## src/rtl/instr_emitter_pkg.sv

```systemverilog
// Shared nic8 instruction encoding: field widths, opcode bit positions and symbolic codes.
// Used by both the instruction emitter and the CPU control decoder.
package instr_emitter_pkg;

    localparam int COND_W   = 2;
    localparam int SRC_W    = 2;
    localparam int DST_W    = 3;
    localparam int OPCODE_W = 8;
    localparam int IMM_W    = 8;

    // Opcode layout: {cond[7:6], src[5:4], dst[3:1], indexed[0]}
    localparam int OP_IDX_BIT  = 0;
    localparam int OP_DST_LSB  = 1;
    localparam int OP_SRC_LSB  = 4;
    localparam int OP_COND_LSB = 6;

    typedef enum logic [SRC_W-1:0] {
        SRC_M = 2'd0,
        SRC_E = 2'd1,
        SRC_A = 2'd2,
        SRC_X = 2'd3
    } src_e;

    typedef enum logic [DST_W-1:0] {
        DST_IR   = 3'd0,
        DST_PC   = 3'd1,
        DST_A    = 3'd2,
        DST_X    = 3'd3,
        DST_B    = 3'd4,
        DST_MEM  = 3'd5,
        DST_OUT  = 3'd6,
        DST_NONE = 3'd7
    } dst_e;

    typedef enum logic [COND_W-1:0] {
        COND_NONE   = 2'd0,
        COND_Z      = 2'd1,
        COND_C      = 2'd2,
        COND_ALWAYS = 2'd3
    } cond_e;

    typedef enum logic [1:0] {
        ST_IDLE = 2'd0,
        ST_OP   = 2'd1,
        ST_IMM  = 2'd2,
        ST_DONE = 2'd3
    } state_e;

endpackage

```

## src/rtl/instr_emitter_if.sv

```systemverilog
// Request handshake and program-memory write port of the instruction emitter.
// slave = the emitter itself, master = the loader/bench driving requests and modelling memory.
interface instr_emitter_if
    import instr_emitter_pkg::*;
#(
    parameter int unsigned ADDR_W = 8
);
    logic                req_valid;
    logic                req_ready;
    logic [COND_W-1:0]   req_cond;
    logic [SRC_W-1:0]    req_src;
    logic [DST_W-1:0]    req_dst;
    logic                req_indexed;
    logic [IMM_W-1:0]    req_imm;

    logic                mem_we;
    logic [ADDR_W-1:0]   mem_addr;
    logic [OPCODE_W-1:0] mem_wdata;
    logic                mem_ready;

    modport slave (
        input  req_valid, req_cond, req_src, req_dst, req_indexed, req_imm, mem_ready,
        output req_ready, mem_we, mem_addr, mem_wdata
    );

    modport master (
        output req_valid, req_cond, req_src, req_dst, req_indexed, req_imm, mem_ready,
        input  req_ready, mem_we, mem_addr, mem_wdata
    );

endinterface

```

## src/rtl/instr_pack.sv

```systemverilog
// Packs symbolic instruction fields into the nic8 opcode byte; every field value is legal.
module instr_pack
    import instr_emitter_pkg::*;
(
    input  logic [COND_W-1:0]   cond,
    input  logic [SRC_W-1:0]    src,
    input  logic [DST_W-1:0]    dst,
    input  logic                indexed,
    output logic [OPCODE_W-1:0] opcode
);

    always_comb begin
        opcode                              = '0;
        opcode[OP_COND_LSB +: COND_W]       = cond;
        opcode[OP_SRC_LSB  +: SRC_W]        = src;
        opcode[OP_DST_LSB  +: DST_W]        = dst;
        opcode[OP_IDX_BIT]                  = indexed;
    end

endmodule

```

## src/rtl/instr_emitter.sv

```systemverilog
// Accepts symbolic instruction requests and writes opcode (+ operand for immediate forms)
// sequentially into program memory, tracking completed instructions and address overflow.
module instr_emitter
    import instr_emitter_pkg::*;
#(
    parameter int unsigned       ADDR_W = 8,
    parameter logic [ADDR_W-1:0] BASE   = '0
) (
    input  logic              clk,
    input  logic              reset,
    input  logic              load_base,
    input  logic [ADDR_W-1:0] base_addr,
    instr_emitter_if.slave    bus,
    output logic [7:0]        instr_count,
    output logic              overflow
);

    state_e                state_q, state_d;
    logic [ADDR_W-1:0]     ptr_q, ptr_d;
    logic [IMM_W-1:0]      imm_q, imm_d;
    logic                  indexed_q, indexed_d;
    logic                  overflow_q, overflow_d;
    logic [7:0]            count_q, count_d;
    logic                  mem_we_q, mem_we_d;
    logic [OPCODE_W-1:0]   mem_wdata_q, mem_wdata_d;

    logic [OPCODE_W-1:0]   req_opcode;
    logic                  req_ready_c;
    logic                  at_top;

    instr_pack u_pack (
        .cond    (bus.req_cond),
        .src     (bus.req_src),
        .dst     (bus.req_dst),
        .indexed (bus.req_indexed),
        .opcode  (req_opcode)
    );

    // load_base takes priority over a request, so it also drops ready.
    assign req_ready_c = (state_q == ST_IDLE) && !overflow_q && !load_base;
    assign at_top      = &ptr_q;

    always_comb begin
        // NOTE: every _d starts from its _q so no branch can leave a latch behind.
        state_d     = state_q;
        ptr_d       = ptr_q;
        imm_d       = imm_q;
        indexed_d   = indexed_q;
        overflow_d  = overflow_q;
        count_d     = count_q;
        mem_we_d    = mem_we_q;
        mem_wdata_d = mem_wdata_q;

        unique case (state_q)
            ST_IDLE: begin
                if (load_base) begin
                    ptr_d      = base_addr;
                    overflow_d = 1'b0;
                end else if (bus.req_valid && req_ready_c) begin
                    imm_d       = bus.req_imm;
                    indexed_d   = bus.req_indexed;
                    mem_we_d    = 1'b1;
                    mem_wdata_d = req_opcode;
                    state_d     = ST_OP;
                end
            end
            ST_OP: begin
                if (bus.mem_ready) begin
                    ptr_d = ptr_q + ADDR_W'(1);
                    if (at_top) overflow_d = 1'b1;
                    // An opcode at the top address truncates an immediate form.
                    if (!indexed_q && !at_top) begin
                        mem_wdata_d = imm_q;
                        state_d     = ST_IMM;
                    end else begin
                        mem_we_d = 1'b0;
                        state_d  = ST_DONE;
                    end
                end
            end
            ST_IMM: begin
                if (bus.mem_ready) begin
                    ptr_d = ptr_q + ADDR_W'(1);
                    if (at_top) overflow_d = 1'b1;
                    mem_we_d = 1'b0;
                    state_d  = ST_DONE;
                end
            end
            ST_DONE: begin
                count_d = count_q + 8'd1;
                state_d = ST_IDLE;
            end
            default: state_d = ST_IDLE;
        endcase
    end

    always_ff @(posedge clk) begin
        // NOTE: sequential state uses non-blocking assignments so all flops update together.
        if (reset) begin
            state_q     <= ST_IDLE;
            ptr_q       <= BASE;
            imm_q       <= '0;
            indexed_q   <= 1'b0;
            overflow_q  <= 1'b0;
            count_q     <= '0;
            mem_we_q    <= 1'b0;
            mem_wdata_q <= '0;
        end else begin
            state_q     <= state_d;
            ptr_q       <= ptr_d;
            imm_q       <= imm_d;
            indexed_q   <= indexed_d;
            overflow_q  <= overflow_d;
            count_q     <= count_d;
            mem_we_q    <= mem_we_d;
            mem_wdata_q <= mem_wdata_d;
        end
    end

    assign bus.req_ready = req_ready_c;
    assign bus.mem_we    = mem_we_q;
    assign bus.mem_addr  = ptr_q;
    assign bus.mem_wdata = mem_wdata_q;
    assign instr_count   = count_q;
    assign overflow      = overflow_q;

endmodule

```

## src/flat_wrapper.sv

```systemverilog
// flat-port wrapper written by rule: the top's interface ports become plain ports
module instr_emitter_flat import instr_emitter_pkg::*;
#(
    parameter int unsigned       ADDR_W = 8,
    parameter logic [ADDR_W-1:0] BASE   = '0
)
  (clk, reset, load_base, base_addr, instr_count, overflow, bus_req_valid, bus_req_cond, bus_req_src, bus_req_dst, bus_req_indexed, bus_req_imm, bus_mem_ready, bus_req_ready, bus_mem_we, bus_mem_addr, bus_mem_wdata);
  instr_emitter_if #(.ADDR_W(ADDR_W)) bus_i ();
  input  logic clk;
  input  logic reset;
  input  logic load_base;
  input  logic [ADDR_W-1:0] base_addr;
  output logic [7:0] instr_count;
  output logic overflow;
  input wire logic [$bits(bus_i.req_valid)-1:0] bus_req_valid;
  input wire logic [$bits(bus_i.req_cond)-1:0] bus_req_cond;
  input wire logic [$bits(bus_i.req_src)-1:0] bus_req_src;
  input wire logic [$bits(bus_i.req_dst)-1:0] bus_req_dst;
  input wire logic [$bits(bus_i.req_indexed)-1:0] bus_req_indexed;
  input wire logic [$bits(bus_i.req_imm)-1:0] bus_req_imm;
  input wire logic [$bits(bus_i.mem_ready)-1:0] bus_mem_ready;
  output wire logic [$bits(bus_i.req_ready)-1:0] bus_req_ready;
  output wire logic [$bits(bus_i.mem_we)-1:0] bus_mem_we;
  output wire logic [$bits(bus_i.mem_addr)-1:0] bus_mem_addr;
  output wire logic [$bits(bus_i.mem_wdata)-1:0] bus_mem_wdata;
  assign bus_i.req_valid = bus_req_valid;
  assign bus_i.req_cond = bus_req_cond;
  assign bus_i.req_src = bus_req_src;
  assign bus_i.req_dst = bus_req_dst;
  assign bus_i.req_indexed = bus_req_indexed;
  assign bus_i.req_imm = bus_req_imm;
  assign bus_i.mem_ready = bus_mem_ready;
  assign bus_req_ready = bus_i.req_ready;
  assign bus_mem_we = bus_i.mem_we;
  assign bus_mem_addr = bus_i.mem_addr;
  assign bus_mem_wdata = bus_i.mem_wdata;
  instr_emitter #(.ADDR_W(ADDR_W), .BASE(BASE)) u_core (.clk(clk), .reset(reset), .load_base(load_base), .base_addr(base_addr), .bus(bus_i), .instr_count(instr_count), .overflow(overflow));
endmodule
```

## config.mk

```make
export PLATFORM = sky130hd
export DESIGN_NAME = instr_emitter_flat
export DESIGN_NICKNAME = d
export VERILOG_FILES = /design/src/rtl/instr_emitter_pkg.sv /design/src/rtl/instr_emitter_if.sv /design/src/rtl/instr_pack.sv /design/src/rtl/instr_emitter.sv /design/src/flat_wrapper.sv
export SDC_FILE = /design/constraint.sdc
export NUM_CORES = 1
export LEC_CHECK = 0
export CORE_MARGIN = 8
export CORE_UTILIZATION = 42
export DETAILED_ROUTE_END_ITERATION = 10
export PLACE_DENSITY = 0.83
export SYNTH_ARGS = -nofsm -noshare
export SYNTH_HDL_FRONTEND = slang
export SYNTH_SLANG_ARGS = --single-unit
```

## constraint.sdc

```tcl
create_clock -name clk -period 1.9 [get_ports clk]
set_clock_uncertainty 0.05 [all_clocks]
set_input_delay 0.38 -clock clk [delete_from_list [all_inputs] [get_ports clk]]
set_output_delay 0.38 -clock clk [all_outputs]
set_load 0.005 [all_outputs]
```

After elaboration in Yosys (flattened, before gate mapping) --
Index checks and enable logic that the tools add are counted. Widths: inputs -> output; s select.
Cells by class: muxes and demuxes 24, add/subtract/negate cells 2, equality and inequality tests 12, reduce and logical (&&, ||, !) cells 20, bitwise logic cells 1
Operator list (number):
- $mux 8 | 6
- $pmux 8 s2 | 2
- $add 8x1->8 const B | 2
- $ne 2x2->1 const B | 6
- $mux 1 | 9
- $mux 2 | 4
- $pmux 2 s4 | 1
- $reduce_and 4->1 | 2
- $reduce_and 8->1 | 1
- $ne 2x1->1 const B | 3
- $reduce_and 3->1 | 2
- $reduce_and 6->1 | 1
- $reduce_and 5->1 | 1
- $eq 2x2->1 const B | 2
- $logic_and 1x1->1 | 4
- $logic_not 1->1 | 4
- $reduce_bool 2->1 | 2
- $pmux 1 s3 | 1
- $reduce_bool 3->1 | 1
- $eq 2x1->1 const B | 1
- $logic_not 2->1 | 1
- $pmux 1 s2 | 1
- $reduce_or 2->1 | 1
- $not 1->1 | 1
Storage, ports and cells: logic and storage cells 67, bits in registers 37

Longest topological paths before layout --
depth after elaboration 7, depth in mapped cells 7

Modules after synthesis --
Synthesis repeated with hierarchy kept, for this count alone.
Unflattened totals: cells, all modules 229, area, all modules 1985.7 um^2
Modules (own cells, without submodules):
- instr_emitter | times used 1, cells an instance 221, area each 1925.6 um^2, sequential area each 740.7 um^2
- instr_pack | times used 1, cells an instance 8, area each 60.1 um^2, sequential area each 0.0 um^2

Worst setup path after synthesis --
No wires, ideal clock.
path kind reg-to-reg, start point register u_core.state_q[1], end point register u_core.mem_we_q, in the netlist u_core.bus.mem_we, period minus slack after synthesis 1.806 ns, stages on the path, launching flop included 8, path slack 0.094 ns, required time 1.729 ns, setup time 0.121 ns, arrival time 1.635 ns, cells stage by stage dfxtp_1 -> inv_1 -> ha_1 -> buf_2 -> nor2_1 -> o2bb2ai_1 -> a211oi_1 -> mux2_2
On the way: longest elaborated chain between the ends 6, elaborated cells between the ends (all ways) 14, those cells by class eq/ne (7); mux (1); reduce/logical (6)
Ends and longest elaborated chain:
- from (decl) | line instr_emitter.sv:18 | state_e state_q, state_d;
- from (signal assigned) | line instr_emitter.sv:109 | state_q <= state_d;
- $logic_not 2->1 | line instr_emitter.sv:40, instr_emitter.sv:54
- $logic_and 1x1->1 (2 in a row) | line instr_emitter.sv:40 | assign req_ready_c = (state_q == ST_IDLE) && !overflow_q && !load_base;
- $logic_and 1x1->1 | line instr_emitter.sv:59 | end else if (bus.req_valid && req_ready_c) begin
- $ne 2x2->1 (no line)
- $reduce_and 6->1 (no line)
- to (signal assigned) | line instr_emitter.sv:115 | mem_we_q <= mem_we_d;
- to (decl) | line instr_emitter.sv:24 | logic mem_we_q, mem_we_d;
Parallel ways exist; a longest one is shown, timed or not. A chain may end at the register's enable or synchronous reset.

Worst setup path in the final report --
start point input port load_base, end point register u_core.mem_wdata_q[6], in the netlist u_core.bus.mem_wdata[6]
On the way: longest elaborated chain between the ends 5, elaborated cells between the ends (all ways) 6, those cells by class eq/ne (2); reduce/logical (4)
Ends and longest elaborated chain:
- from (decl) | line flat_wrapper.sv:11 | input logic load_base;
- $logic_not 1->1 | line instr_emitter.sv:40
- $logic_and 1x1->1 | line instr_emitter.sv:40
- $logic_and 1x1->1 | line instr_emitter.sv:59
- $ne 2x2->1 (no line)
- $reduce_and 5->1 (no line) (*)
- to (signal assigned) | line instr_emitter.sv:116 | mem_wdata_q <= mem_wdata_d;
- to (decl) | line instr_emitter.sv:25 | logic [OPCODE_W-1:0] mem_wdata_q, mem_wdata_d;
Mark *: on every way between the ends. The rest lies on a longest branch, timed or not.

==> results.md <==
- Status: finished clean
- Die Span Y: about 83 um
- Synth Area in XOR/XNOR: 2.29%
- Hold_buf cts: 0
- Post-Route WL: around 5400 um
- Hold path endpoint: u_core.imm_q[5]$_SDFFE_PP0P_
- HP Class: register to register
- Worst R2R Start: u_core.bus.mem_addr[0]$_SDFFE_PP0P_
- Fmax: 543 MHz
- Reg2reg setup slack: roughly 0.12 ns
- Critical-path top delay cell: clkdlybuf4s50_1
- Reg2reg end: u_core.bus.mem_we$_SDFFE_PP0P_
- Final RePlAce weighted congestion: 0.832
- Starting density of the core: about 44%
- Initial antenna violation count: 0
- Placed Cells: approximately 330
- Num CTS Buffers: 5
- Detailed placer's ending HPWL: approximately 3900 um
- Max incr delay on CP: between 0.4 and 0.5 ns
- Top FF cell, synth: dfxtp_1
- Initial DRC Count: 130
- Row count: 24
- Total Power: 3.91 mW
- Largest family of logic cells by synthesized area: compound AO/OA/AOI/OAI gates
- Worst path bufs/invs: 1
- Part of the power in the clock network: 18.1%
- Hold Path Origin: u_core.imm_q[5]$_SDFFE_PP0P_
- Routed WL per cell: 15.7 um
- Seq pwr share: between 20% and 30%
- Design area: roughly 2800 um2
- Crit path max-delay family: compound AO/OA/AOI/OAI gates
- WHS Path Cells: 2
- Clk buf depth: 2
- I/O pins: 56
- Die area: 6960 um2
- Sequential share of the synthesized area: between 30 and 40%
- Non-Filler Instances: around 340
- Ys async rst share: 0%
- Mapped Area: about 1900 um2
- Worst-path clk slew: ~0.070 ns
- Final core utilization: a little over three fifths
- R2R cell count: 5
- Post-CTS Setup Repair Bufs: 0
- Post-synthesis simple-gate area fraction: a little over a fifth
- Minimum clock period: 1.84 ns
- Synth Area in Adders: 5.24%
- Sw Pwr: 1.39 mW
- # setup viols final: 0
- CP endpoint kind: register
- Clock Sinks: 37
- Sw Ratio: a little over a third
- Residual DRC count: 0
- Layout cells sized above 1: between 15 and 20%
- Synth Area in Compound Gates: around 22%
- Core area: about 4400 um2
- Multiplexer share of the synthesized area: under 10%
- Final Hold Violating Endpoints: 0
- Synth Area per Inst: roughly 8.8 um2
- Syn Nets: between 200 and 300
- RSZ-0062 raised after global routing: false
- Flops & latches, synth: 37
- Largest net degree at the start of global routing: 19
- Post-DRT Antenna Nets: 0
- Vias: between 1500 and 2000
- Pleak: 1.05 nW
- CTS tree: yes
- Worst slew margin: 77.6%
- Fin crit share: 97.0%
- Req. time, crit path: 2.03 ns
- First-pass GRT wire length: just under 9000 um
- Post-layout nets: between 300 and 400
- Synth unique cells: 43
- Worst EP arrival: 1.98 ns
- Port bufs: 55
- Die Wd: about 83 um
- PD cells: 1410 nW/um2
- Placed inst area: around 2600 um2
- Final max-slew violation count: 0
- Critical Path Start Type: input port
- Number of synthesis warnings: 0
- Combinational share of power: between 50% and 60%
- 1st-pass router iterations: 4
- Mapped Cells: approximately 220
- Worst-Margin Slew: 0.331 ns
- EDFF count, synth: 0
- Max cap viols: 0
- Skew-Pair Late Insertion Delay: ~0.29 ns
- CTS root buffer: clkbuf_8
- H-tree depth: 2
- Vias in the first global route: 1834
- Crit-path cells: clkdlybuf4s50_1 -> or3b_4 -> a22o_4 -> o311a_1
- Kind of critical path: input port to register
- Total gr overflow: 0
- Max rail drop VDD: between 0.6 and 0.7 mV
- GRT Total Usage: around 15%
- Power Internal: about 2.5 mW
- Via density: approximately 5.4
- Diodes inserted: 0
- Worst-path fanout max: 16
- P&R area growth vs syn: 44.7%
worst reg2reg max path, stage by stage, from the launching register on:
cell	delay [ns]
dfxtp_1	0.33
ha_1	0.19
and4_1	0.27
a41oi_1	0.20
a211oi_2	0.27
mux2_2	0.36
power by group through the flow:
stage / clock [mW] / combinational (mW) / sequential [mW]
after floorplan: 0 / 1.12 / 1.17
after global placement: 0 / 1.95 / 1.13
after detailed placement: 0 / 1.99 / 1.13
after CTS: 0.716 / 2.05 / 1.12
after global routing: 0.750 / 2.26 / 1.15
final: 0.709 / 2.08 / 1.12
worst max-delay path by stage:
stage                                   start                                   end  slack (ns)  depth (start not counted)
2_1_floorplan  u_core.state_q[1]$_SDFFE_PP0P_        u_core.bus.mem_we$_SDFFE_PP0P_        0.09                          7
3_3_place_gp                    bus_req_valid        u_core.bus.mem_we$_SDFFE_PP0P_       -0.33                          5
3_5_place_dp                    bus_req_valid        u_core.bus.mem_we$_SDFFE_PP0P_       -0.37                          5
4_1_cts                             load_base        u_core.bus.mem_we$_SDFFE_PP0P_        0.02                          5
5_1_grt                             load_base  u_core.bus.mem_wdata[6]$_SDFFE_PP0P_        0.02                          4
6_report                            load_base  u_core.bus.mem_wdata[6]$_SDFFE_PP0P_        0.06                          4
cell usage after synthesis (all sizes together), types with 3 or more instances:
cell type / instances / area share [%]
nor2: 19 / 3.7
nand2: 27 / 5.3
mux2: 9 / 5.3
and3: 3 / 0.98
nand2b: 4 / 1.3
dfxtp: 37 / 39
mux2i: 3 / 1.6
ha: 8 / 5.2
buf: 5 / 1.6
o21bai: 8 / 3.1
nand4: 5 / 1.6
clkbuf: 5 / 0.98
a21oi: 17 / 4.5
nand3: 5 / 1.3
a211oi: 4 / 1.6
xor2: 4 / 1.8
o21ai: 9 / 2.4
o311a: 9 / 4.7
nor2b: 5 / 1.6
inv: 4 / 0.79
cell type report:
| cell class | instances | area, um2 |
|---|---|---|
| multi-input cells | 165 | 1130 |
| fillers | 364 | 1620 |
| repair buffers | 74 | 692 |
| well taps | 52 | 65.1 |
| inverters | 6 | 22.5 |
| flip-flops and latches | 37 | 741 |
| clock inverters | 1 | 30.0 |
| clock buffers | 7 | 86.3 |
cell families (layout without fill, tap and decap cells):
kind of cell               after synthesis  count (layout)
buffers and inverters                   16              88
DFF                                     37              37
xor gates and xnor gates                 5               5
adders and majority gates                8               8
AOI/OAI and AO/OA                       59              59
muxes                                   12              12
and+or+nand+nor                         81              81
cell usage in the layout, fill, tap and decap left out, types with 2 or more instances in the layout:
cell type        synthesis  routed
a211oi_1                 4       3
a21bo_2                  2       2
a21oi_1                 17      17
a22oi_1                  2       2
a41oi_1                  2       2
and3_1                   3       2
and4_1                   2       2
buf_4                    0      19
clkbuf_8                 0       6
clkdlybuf4s50_1          0      54
clkinv_1                 2       2
dfxtp_1                 37      37
ha_1                     8       7
inv_1                    4       4
mux2_2                   9       9
mux2i_1                  3       3
nand2_1                 27      27
nand2b_1                 4       4
nand3_1                  5       5
nand4_1                  5       5
nor2_1                  19      19
nor2b_1                  5       5
o21ai_0                  9       9
o21bai_1                 8       8
o311a_1                  9       9
or3_1                    2       2
xor2_1                   4       4
state kept, by name, summed over array words and instances (netlist names):
register              cells
u_core.bus.mem_we         1
u_core.bus.mem_wdata      8
u_core.overflow           1
u_core.state_q            2
u_core.bus.mem_addr       8
u_core.instr_count        8
u_core.indexed_q          1
u_core.imm_q              8
stage by stage:
stage	TNS [ns]	hold WS [ns]	setup WS (ns)
after detailed placement	-3.13	0.395	-0.367
after global routing	0	0.433	0.0213
after floorplan	0	0.383	0.0945
after CTS	0	0.407	0.0192
after global placement	-2.58	0.391	-0.334
final	0	0.410	0.0569
timing repair:
action | in CTS | in global routing
endpoints found under the setup margin | 2 | 2
resized for setup | 6 | 2
pin swaps | 1 | 0
routing by layer:
layer / track usage (%) / wire (um) / part of all wire (%) / vias up
met3: 3.61 / 272 / 5.1 / 8
met1: 18.1 / 2360 / 44 / 857
li1: - / - / - / 934
met5: 0 / 0 / 0 / -
met2: 25.9 / 2680 / 50 / 56
met4: 4.55 / 71 / 1.3 / 0
Note: power is estimated with default switching activity, not from simulation.
